--- src/rtl/cpu_pkg.sv ---
// Shared CPU definitions: pc_ctrl encodings, instruction field positions,
// opcode constants and fetch FSM state encodings.
package cpu_pkg;

  typedef enum logic [1:0] {
    PC_HOLD = 2'b00,
    PC_INC  = 2'b01,
    PC_JUMP = 2'b10,
    PC_ZERO = 2'b11
  } pc_ctrl_e;

  localparam int OPCODE_MSB = 15;
  localparam int OPCODE_LSB = 12;
  localparam int RD_MSB     = 11;
  localparam int RD_LSB     = 10;
  localparam int RS_MSB     = 9;
  localparam int RS_LSB     = 8;
  localparam int IMM_MSB    = 7;
  localparam int IMM_LSB    = 0;

  localparam logic [3:0] OP_MOVEB = 4'b0000;
  localparam logic [3:0] OP_ADD   = 4'b0010;
  localparam logic [3:0] OP_SUB   = 4'b0101;
  localparam logic [3:0] OP_AND   = 4'b0111;
  localparam logic [3:0] OP_OR    = 4'b1001;
  localparam logic [3:0] OP_JUMP  = 4'b1010;

  typedef enum logic [1:0] {
    FS_IDLE = 2'b00,
    FS_REQ  = 2'b01,
    FS_DONE = 2'b10
  } fetch_state_e;

endpackage

--- src/rtl/fetch_unit_pc_reg.sv ---
// Program counter register with its pc_ctrl next-value mux; also intended
// for reuse by later branch logic.
module pc_reg
  import cpu_pkg::*;
#(
  parameter int PC_W = 8
) (
  input  logic            clk,
  input  logic            rst,
  input  logic            en,
  input  logic [1:0]      ctrl,
  input  logic [7:0]      imm,
  output logic [PC_W-1:0] pc
);

  logic [PC_W-1:0] pc_nxt;

  always_comb begin
    pc_nxt = pc;
    if (en) begin
      case (ctrl)
        PC_INC:  pc_nxt = pc + 1'b1;
        PC_JUMP: pc_nxt = PC_W'(imm);
        PC_ZERO: pc_nxt = '0;
        default: pc_nxt = pc;
      endcase
    end
  end

  always_ff @(posedge clk or negedge rst) begin
    if (!rst) pc <= '0;
    else      pc <= pc_nxt;
  end

endmodule

--- src/rtl/fetch_unit.sv ---
// Instruction fetch responder: owns PC and IR, runs the imem req/ack handshake.
// Optional ack timeout enabled by defining FETCH_TIMEOUT_EN.
//
// state   | meaning
// IDLE    | no fetch issued since reset
// REQ     | imem_req high, waiting for imem_ack
// DONE    | IR loaded, en1 high until the next fetch pulse
module fetch_unit
  import cpu_pkg::*;
#(
  parameter int PC_W    = 8,
  parameter int INSTR_W = 16,
  parameter int TIMEOUT = 15
) (
  input  logic               clk,
  input  logic               rst,
  input  logic               en_fetch_pulse,
  input  logic               en_pc_pulse,
  input  logic [1:0]         pc_ctrl,
  output logic               imem_req,
  output logic [PC_W-1:0]    imem_addr,
  input  logic               imem_ack,
  input  logic [INSTR_W-1:0] imem_rdata,
  output logic               en1,
  output logic [PC_W-1:0]    pc,
  output logic [INSTR_W-1:0] ir,
  output logic [3:0]         opcode,
  output logic [1:0]         rd,
  output logic [1:0]         rs,
  output logic [7:0]         imm,
  output logic               fetch_err
);

  fetch_state_e state, state_nxt;
  logic [PC_W-1:0] fetch_addr;
  logic start_fetch;
  logic ack_take;
  logic tmo;

  assign start_fetch = (state != FS_REQ) && en_fetch_pulse;
  assign ack_take    = (state == FS_REQ) && imem_ack;

  pc_reg #(.PC_W(PC_W)) u_pc_reg (
    .clk  (clk),
    .rst  (rst),
    .en   (en_pc_pulse),
    .ctrl (pc_ctrl),
    .imm  (imm),
    .pc   (pc)
  );

  always_comb begin
    state_nxt = state;
    case (state)
      FS_IDLE, FS_DONE: if (en_fetch_pulse) state_nxt = FS_REQ;
      FS_REQ:           if (imem_ack || tmo) state_nxt = FS_DONE;
      default:          state_nxt = FS_IDLE;
    endcase
  end

  always_ff @(posedge clk or negedge rst) begin
    if (!rst) begin
      state      <= FS_IDLE;
      fetch_addr <= '0;
      ir         <= '0;
    end else begin
      state <= state_nxt;
      // address is captured from the pre-update pc when both pulses coincide
      if (start_fetch) fetch_addr <= pc;
      if (ack_take)    ir <= imem_rdata;
      else if (tmo)    ir <= '0;
    end
  end

`ifdef FETCH_TIMEOUT_EN
  localparam int CNT_W = (TIMEOUT > 1) ? $clog2(TIMEOUT + 1) : 1;
  logic [CNT_W-1:0] tmo_cnt;

  // down-counter loaded on REQ entry; terminal count after TIMEOUT REQ cycles
  assign tmo = (state == FS_REQ) && !imem_ack && (tmo_cnt == '0);

  always_ff @(posedge clk or negedge rst) begin
    if (!rst) begin
      tmo_cnt   <= '0;
      fetch_err <= 1'b0;
    end else begin
      if (start_fetch)                         tmo_cnt <= CNT_W'(TIMEOUT - 1);
      else if (state == FS_REQ && tmo_cnt != '0) tmo_cnt <= tmo_cnt - 1'b1;
      if (tmo) fetch_err <= 1'b1;
    end
  end
`else
  logic unused_timeout;
  assign unused_timeout = ^TIMEOUT;
  assign tmo            = 1'b0;
  assign fetch_err      = 1'b0;
`endif

  assign imem_req  = (state == FS_REQ);
  assign en1       = (state == FS_DONE);
  assign imem_addr = fetch_addr;

  assign opcode = ir[OPCODE_MSB:OPCODE_LSB];
  assign rd     = ir[RD_MSB:RD_LSB];
  assign rs     = ir[RS_MSB:RS_LSB];
  assign imm    = ir[IMM_MSB:IMM_LSB];

endmodule
--- config.mk ---
export PLATFORM = sky130hd
export DESIGN_NAME = fetch_unit
export DESIGN_NICKNAME = d
export VERILOG_FILES = /design/src/rtl/cpu_pkg.sv /design/src/rtl/fetch_unit_pc_reg.sv /design/src/rtl/fetch_unit.sv
export SDC_FILE = /design/constraint.sdc
export NUM_CORES = 1
export LEC_CHECK = 0
export ABC_AREA = 1
export BUFFER_PORTS_ARGS = -buffer_cell sky130_fd_sc_hd__buf_2
export CORE_UTILIZATION = 43
export CTS_BUF_LIST = sky130_fd_sc_hd__clkbuf_16
export CTS_CLUSTER_DIAMETER = 200
export DETAILED_ROUTE_END_ITERATION = 7
export PLACE_DENSITY = 0.76
export REMOVE_ABC_BUFFERS = 1
export SYNTH_ARGS = -nofsm -noshare
export SYNTH_HDL_FRONTEND = slang
export SYNTH_HIERARCHICAL = 1
export SYNTH_SLANG_ARGS = --single-unit
--- constraint.sdc ---
create_clock -name clk -period 1.15 [get_ports clk]
set_input_delay 0.1725 -clock clk [delete_from_list [all_inputs] [get_ports clk]]
set_output_delay 0.1725 -clock clk [all_outputs]
set_load 0.005 [all_outputs]
==> results of run 1 <==
## path summary, 6_finish.rpt
check	end	slack, ns
max in group asynchronous	u_pc_reg/pc[2]	0.56
min reg2reg	imem_addr[6]	0.46
min	ir[10]	0.15
max	u_pc_reg/pc[6]	-0.02
max reg2reg	u_pc_reg/pc[6]	-0.02
min in group asynchronous	ir[11]	0.39
## layout make-up
class,instances,area [um2],share of cell area
Timing Repair Buffer,87,498.0,0.2148
Sequential cell,34,853.3,0.3681
Inverter,11,46.29,0.01997
Tap cell,50,62.56,0.02698
Multi-Input combinational cell,135,729.5,0.3146
Clock inverter,1,3.754,0.001619
Clock buffer,5,125.1,0.05397
## worst reg2reg max path, delay by kind of cell, from the launching register on
| kind | cells | cell delay, ns |
|---|---|---|
| AOI/OAI and AO/OA | 1 | 0.13 |
| and+or+nand+nor | 5 | 0.38 |
| adders and majority gates | 1 | 0.19 |
| DFF | 1 | 0.40 |
## power groups by stage
stage | clock, mW | combinational [mW] | sequential [mW]
floorplan | 0 | 0.601 | 2.09
global placement | 0 | 1.66 | 1.97
detailed placement | 0 | 1.70 | 1.99
CTS | 1.23 | 1.74 | 1.97
global route | 1.28 | 2.05 | 2.05
finish | 1.19 | 1.82 | 1.98
## cells in the final DEF (no fill, tap or decap), types with 2 or more instances in the layout
cell type and count:
buf_2 71, nand2_1 63, dfrtp_1 32, nand4_1 17, nand3_1 16, buf_4 12
a21oi_1 11, inv_1 7, nor2_1 6, clkbuf_16 5, nor2_4 3, inv_2 2
nand2_4 2, nand2_2 2, buf_6 2, dfrtp_2 2, inv_4 2, a21oi_2 2
o21ai_1 2, a22oi_1 2
## kinds of logic (layout without fill, tap and decap cells)
family	Yosys count	after routing	share of synthesized area
flip-flops	34	34	0.4785
AO/OA/AOI/OAI	21	21	0.07600
other	1	1	0.002109
adder cells (fa/ha/maj)	1	1	0.007036
AND/OR/NAND/NOR	112	112	0.2977
buffers and inverters	37	104	0.1386
## routing by layer
metal	vias to the layer above	routed length [um]	part of all wire
li1	802	-	-
met1	716	1715	0.45
met3	4	269	0.070
met4	0	38	0.0099
met5	-	0	0
met2	73	1827	0.47
## what timing repair did
action,in CTS,in global routing
endpoints found under the setup margin,4,6
hold endpoints to repair,34,0
buffers inserted,2,2
hold buffers,1,0
gates resized for setup,3,14
pin swaps,0,6
==> summary.txt, run 1 <==
Floorplanning
  • Core Footprint: 3971 um2
  • Die area: 4396 um2
  • Die Height: 66.30 um
  • Starting density of the core: 0.4477
  • Row cnt: 23
  • Top Ports: 74
  • Chip width: 66.30 um

Yosys
  • #FFs+latches synth: 34
  • Synth unique cells: 26
  • Most frequent cells after synthesis: nand2_1 (64), dfrtp_1 (34), buf_4 (18)
  • Largest area contributor in the netlist: dfrtp_1
  • Async set-reset flop share out of synthesis: 1.000
  • Synth Warn #: 6
  • Synth Flop Type: dfrtp_1
  • Most common cell in the netlist: nand2_1
  • Synth area leaders: dfrtp_1 (48%), nand2_1 (14%), buf_4 (7.6%)
  • Seq/Total Area, Yosys: 0.4785
  • Post-synth EDFFs: 0
  • Synth Area per Inst: 8.631 um2
  • Share of the synthesized area in the top cell type: 0.4785
  • Post-synthesis cell count: 206
  • Mapped cell area: 1778 um2

Timing
  • Fin. max-slew vios: 0
  • Unrepaired setup endpoints after global routing: yes
  • Min Tclk post-route: 1.170 ns
  • Fin Setup TNS: -0.02004 ns
  • Final period util: 1.017
  • Setup ws final: -0.02004 ns
  • Fin Clk Skew: 0.004968 ns
  • Setup violators final: 1
  • Hold_ws: 0.1536 ns
  • FMAX: 0.8547 GHz
  • Final Hold Fails: 0

Layout
  • Fin cells: 323
  • Number of fill cells: 350
  • Max reg flops: 16
  • Post-layout net count: 298
  • Syn-to-layout area delta: 30.40%
  • N_diodes: 0
  • Finished Cell Area: 2318 um2
  • Final core utilization: 0.5838
  • Fraction of layout cells with a size suffix above 1: 0.4103

Pwr
  • Clock power frac: 0.239
  • Switching part of the total: 0.3404
  • Sequential Power Share: 0.396
  • VDD IR max: 1.401 mV
  • Cell-internal power: 3.292 mW
  • Power Total: 4.991 mW
  • Combinational fraction of design power: 0.365
  • NetSw: 1.699 mW
  • Pwr Density: 2153 nW/um2
  • Leakage: 1.271 nW

Setup path
  • Stages on worst setup path: 7
  • Slowest cell delay on critical path: 0.40 ns
  • Critical path's slowest cell: dfrtp_1
  • Setup crit start: u_pc_reg/pc[1]
  • CP Launch Type: flip-flop
  • Worst EP required: 1.35 ns
  • Top Family by Delay on Critical Path: flip-flops
  • CP max FO: 5
  • Kind of end point of the critical path: flip-flop
  • FF-to-FF Start: u_pc_reg/pc[1]
  • Most used cell, CP: nand2_1
  • Cell Chain, Critical Path: ha_4 -> nand2_4 -> nor2_4 -> nand2_1 -> nand2_1 -> nand3_2 -> a21oi_2
  • CP Buf/Inv Count: 0
  • Critical path class: reg -> reg
  • R2R depth: 7
  • Worst Path Arrival: 1.37 ns

Clock network
  • Clock sinks: 34
  • Clock Latency Late Sink: 0.27 ns
  • CTS buffer count: 5
  • Root Buffer: clkbuf_16
  • CTS tree: done
  • Clock slew at reported path FFs: 0.05 ns
  • Clk buf depth: 2
  • H-tree depth: 2

Global route
  • Busiest grt layer: met2
  • Vias in the first global route: 1417
  • GRT Util Overall: 0.1916
  • Met3 Track Usage GR: 0.05517
  • First-pass GRT wire length: 6.354 mm
  • GRT overflow: 0
  • Grt met2 use: 0.3099
  • Initial antenna violation count: 0
  • Global routing usage on met1: 0.2470
  • Largest net degree at the start of global routing: 35

Placement
  • Detail Placement HPWL: 2.798 mm
  • Final Wtd Congestion: 0.7508
  • DP Cell Count: 312
  • Area after DPL: 2088 um2
  • DP Worst Slack: -0.02629 ns
  • Port buffer count: 72

Detailed routing
  • DRC: 0
  • Via Count: 1595
  • WL/cell: 11.93 um
  • Vias per Instance: 4.938
  • Final ANT Viol Nets: 0
  • Drt pass-1 iters: 4
  • Iter 0 DRT Violations: 75
  • Post-Route WL: 3.852 mm

Hold path
  • Critical hold path startpoint: imem_rdata[10]
  • Min-Delay Path Class: in -> reg
  • WHS Path Cells: 3

Status
  • Failing checks: setup timing
  • Status: finished with violations

Job
  • MaxCap Viol Count: 0
(Power assumes the default switching activity.)
==> run 2: changes to the inputs <==
--- a/config.mk
+++ b/config.mk
@@ -13,6 +13,7 @@
 export DETAILED_ROUTE_END_ITERATION = 7
 export PLACE_DENSITY = 0.76
 export REMOVE_ABC_BUFFERS = 1
+export SKIP_CTS_REPAIR_TIMING = 1
 export SYNTH_ARGS = -nofsm -noshare
 export SYNTH_HDL_FRONTEND = slang
 export SYNTH_HIERARCHICAL = 1
==> run 2 against run 1 <==
Against the previous run:
- the run still ends with setup timing left
- cell area about the same
- first-iteration DRC count increased by 36%
- via count increased by 0.25%
- core utilization about the same
- routed wire length about the same
- critical path type unchanged
==> summary.txt, run 2 (synthesis results as in run 1) <==
Floorplanning
  • Top Ports: 74 (unchanged)
  • Die area: 4396 um2 (unchanged)
  • Starting density of the core: 0.4477 (unchanged)
  • Chip width: 66.30 um (unchanged)
  • Core Footprint: 3971 um2 (unchanged)
  • Row cnt: 23 (unchanged)
  • Die Height: 66.30 um (unchanged)

Hold path
  • WHS Path Cells: 3 (unchanged)
  • Critical hold path startpoint: imem_rdata[10]
  • Worst hold endpoint: ir[10]
  • Min-Delay Path Class: in -> reg

Detailed routing
  • Post-Route WL: 3.855 mm (about the same)
  • Drt pass-1 iters: 4 (unchanged)
  • Via Count: 1599 (+0.25%)
  • Final ANT Viol Nets: 0 (unchanged)
  • DRC: 0 (unchanged)
  • Iter 0 DRT Violations: 102 (+36%)
  • WL/cell: 11.90 um (-0.23%)
  • Vias per Instance: 4.935 (about the same)

Timing
  • Unrepaired setup endpoints after global routing: yes
  • Min Tclk post-route: 1.180 ns (+0.009896 ns)
  • Setup violators final: 1 (unchanged)
  • Fin Clk Skew: 0.005764 ns (+0.0007959 ns)
  • Fin. max-slew vios: 0 (unchanged)
  • Final Hold Fails: 0 (unchanged)
  • FMAX: 0.8475 GHz (-0.84%)
  • Setup ws final: -0.02993 ns (-0.009897 ns)
  • Final period util: 1.026 (+0.008606)

Global route
  • GRT overflow: 0 (unchanged)
  • Vias in the first global route: 1399 (-1.3%)
  • GRT Util Overall: 0.1901 (-0.001463)
  • Initial antenna violation count: 0 (unchanged)
  • First-pass GRT wire length: 6.306 mm (-0.76%)
  • Largest net degree at the start of global routing: 35 (unchanged)

Setup path
  • Top Family by Delay on Critical Path: flip-flops
  • R2R Setup Slk: -0.03 ns (about the same)
  • FF-to-FF End: u_pc_reg/pc[6]
  • FF-to-FF Start: u_pc_reg/pc[1]
  • CP Buf/Inv Count: 0 (unchanged)
  • Stages on worst setup path: 7 (unchanged)
  • Critical path class: reg -> reg
  • Kind of end point of the critical path: flip-flop
  • R2R depth: 7 (unchanged)
  • CP Launch Type: flip-flop
  • CP max FO: 5 (unchanged)
  • Slowest cell delay on critical path: 0.40 ns (about the same)
  • Worst EP required: 1.35 ns (about the same)
  • Most used cell, CP: nand2_1
  • Worst Path Arrival: 1.38 ns (about the same)
  • Critical path's slowest cell: dfrtp_1
  • Cell Chain, Critical Path: ha_4 -> nand2_4 -> nor2_4 -> nand2_1 -> nand2_1 -> nand3_2 -> a21oi_2

Pwr
  • Leakage: 1.273 nW (+0.18%)
  • Pwr Density: 2152 nW/um2 (about the same)
  • VDD IR max: 1.401 mV (about the same)

Clock network
  • CTS tree: done
  • Root Buffer: clkbuf_16
  • Clock slew at reported path FFs: 0.05 ns (about the same)
  • Clock sinks: 34 (unchanged)
  • H-tree depth: 2 (unchanged)
  • CTS buffer count: 5 (unchanged)
  • Clk buf depth: 2 (unchanged)
  • Clock Latency Late Sink: 0.27 ns (about the same)

Layout
  • Syn-to-layout area delta: 30.33% (about the same)
  • Most frequent cells in the layout: buf_2 (71), nand2_1 (63), dfrtp_1 (32)
  • Finished Cell Area: 2317 um2 (about the same)
  • FF+latch area: 853.3 um2 (unchanged)
  • Post-layout net count: 299 (+0.34%)
  • N_diodes: 0 (unchanged)
  • Number of fill cells: 351 (+0.29%)
  • Final core utilization: 0.5835 (about the same)
  • Max reg flops: 16 (unchanged)
  • Fraction of layout cells with a size suffix above 1: 0.4124 (+0.002152)
  • Multi-input gate area in the final layout: 724.4 um2 (-0.69%)
  • Most common cell after layout, fill and taps aside: buf_2

Status
  • Status: finished with violations
  • Failing checks: setup timing

Job
  • MaxCap Viol Count: 0 (unchanged)

Placement
  • Detail Placement HPWL: 2.798 mm (unchanged)
  • Final Wtd Congestion: 0.7508 (unchanged)
  • Port buffer count: 72 (unchanged)
  • Area after DPL: 2088 um2 (unchanged)
==> run 2: area by class of cell <==
class                      count  share of cell area
multi-input combinational    135              0.3126
sequential                    34              0.3683
tap                           50             0.02700
clock buffer                   5             0.05400
timing repair buffer          88              0.2165
clock inverter                 1            0.001620
inverter                      11             0.01998
==> run 2: worst max path at each step <==
stage | from | end | slack, ns
3_5_place_dp | u_pc_reg/pc[1] | u_pc_reg/pc[6] | -0.03
4_1_cts | state[0] | imem_req | -0.11
5_1_grt | u_pc_reg/pc[1] | u_pc_reg/pc[6] | -0.09
6_report | u_pc_reg/pc[1] | u_pc_reg/pc[6] | -0.03
2_1_floorplan | state[0] | ir[0] | -0.02
3_3_place_gp | u_pc_reg/pc[2] | u_pc_reg/pc[7] | 0.04
==> run 2: power by group <==
part / switching (mW) / internal [mW] / total [mW] / leakage [nW]
registers: 0.354 / 1.62 / 1.98 / 0.414
clock network: 0.423 / 0.767 / 1.19 / 0.0632
logic: 0.916 / 0.904 / 1.82 / 0.796
total: 1.69 / 3.29 / 4.99 / 1.27
==> run 2: tightest hold or removal path, delay by kind of cell <==
family | cells | cell delay [ns]
and+or+nand+nor | 2 | 0.12
buffers and inverters | 1 | 0.10
==> run 2: routing by layer <==
metal,vias to the layer above,GRT usage,part of all wire
li1,807,-,-
met1,723,0.2449,0.45
met2,67,0.3074,0.47
met3,2,0.05517,0.066
met4,0,0.05585,0.0062
met5,-,0,0
==> run 2: stage by stage <==
stage	hold WS, ns	std cells	power (mW)	worst slack, ns	TNS, ns
final	0.1557	324	4.987	-0.02993	-0.02993
after global routing	0.1599	324	5.373	-0.09270	-0.3068
after CTS	-0.1393	318	4.907	-0.1085	-0.2586
after detailed placement	0.1481	312	3.687	-0.02629	-0.03588
after global placement	0.1441	312	3.631	0.03688	0
after floorplan	-0.1231	180	2.694	-0.02480	-0.3968
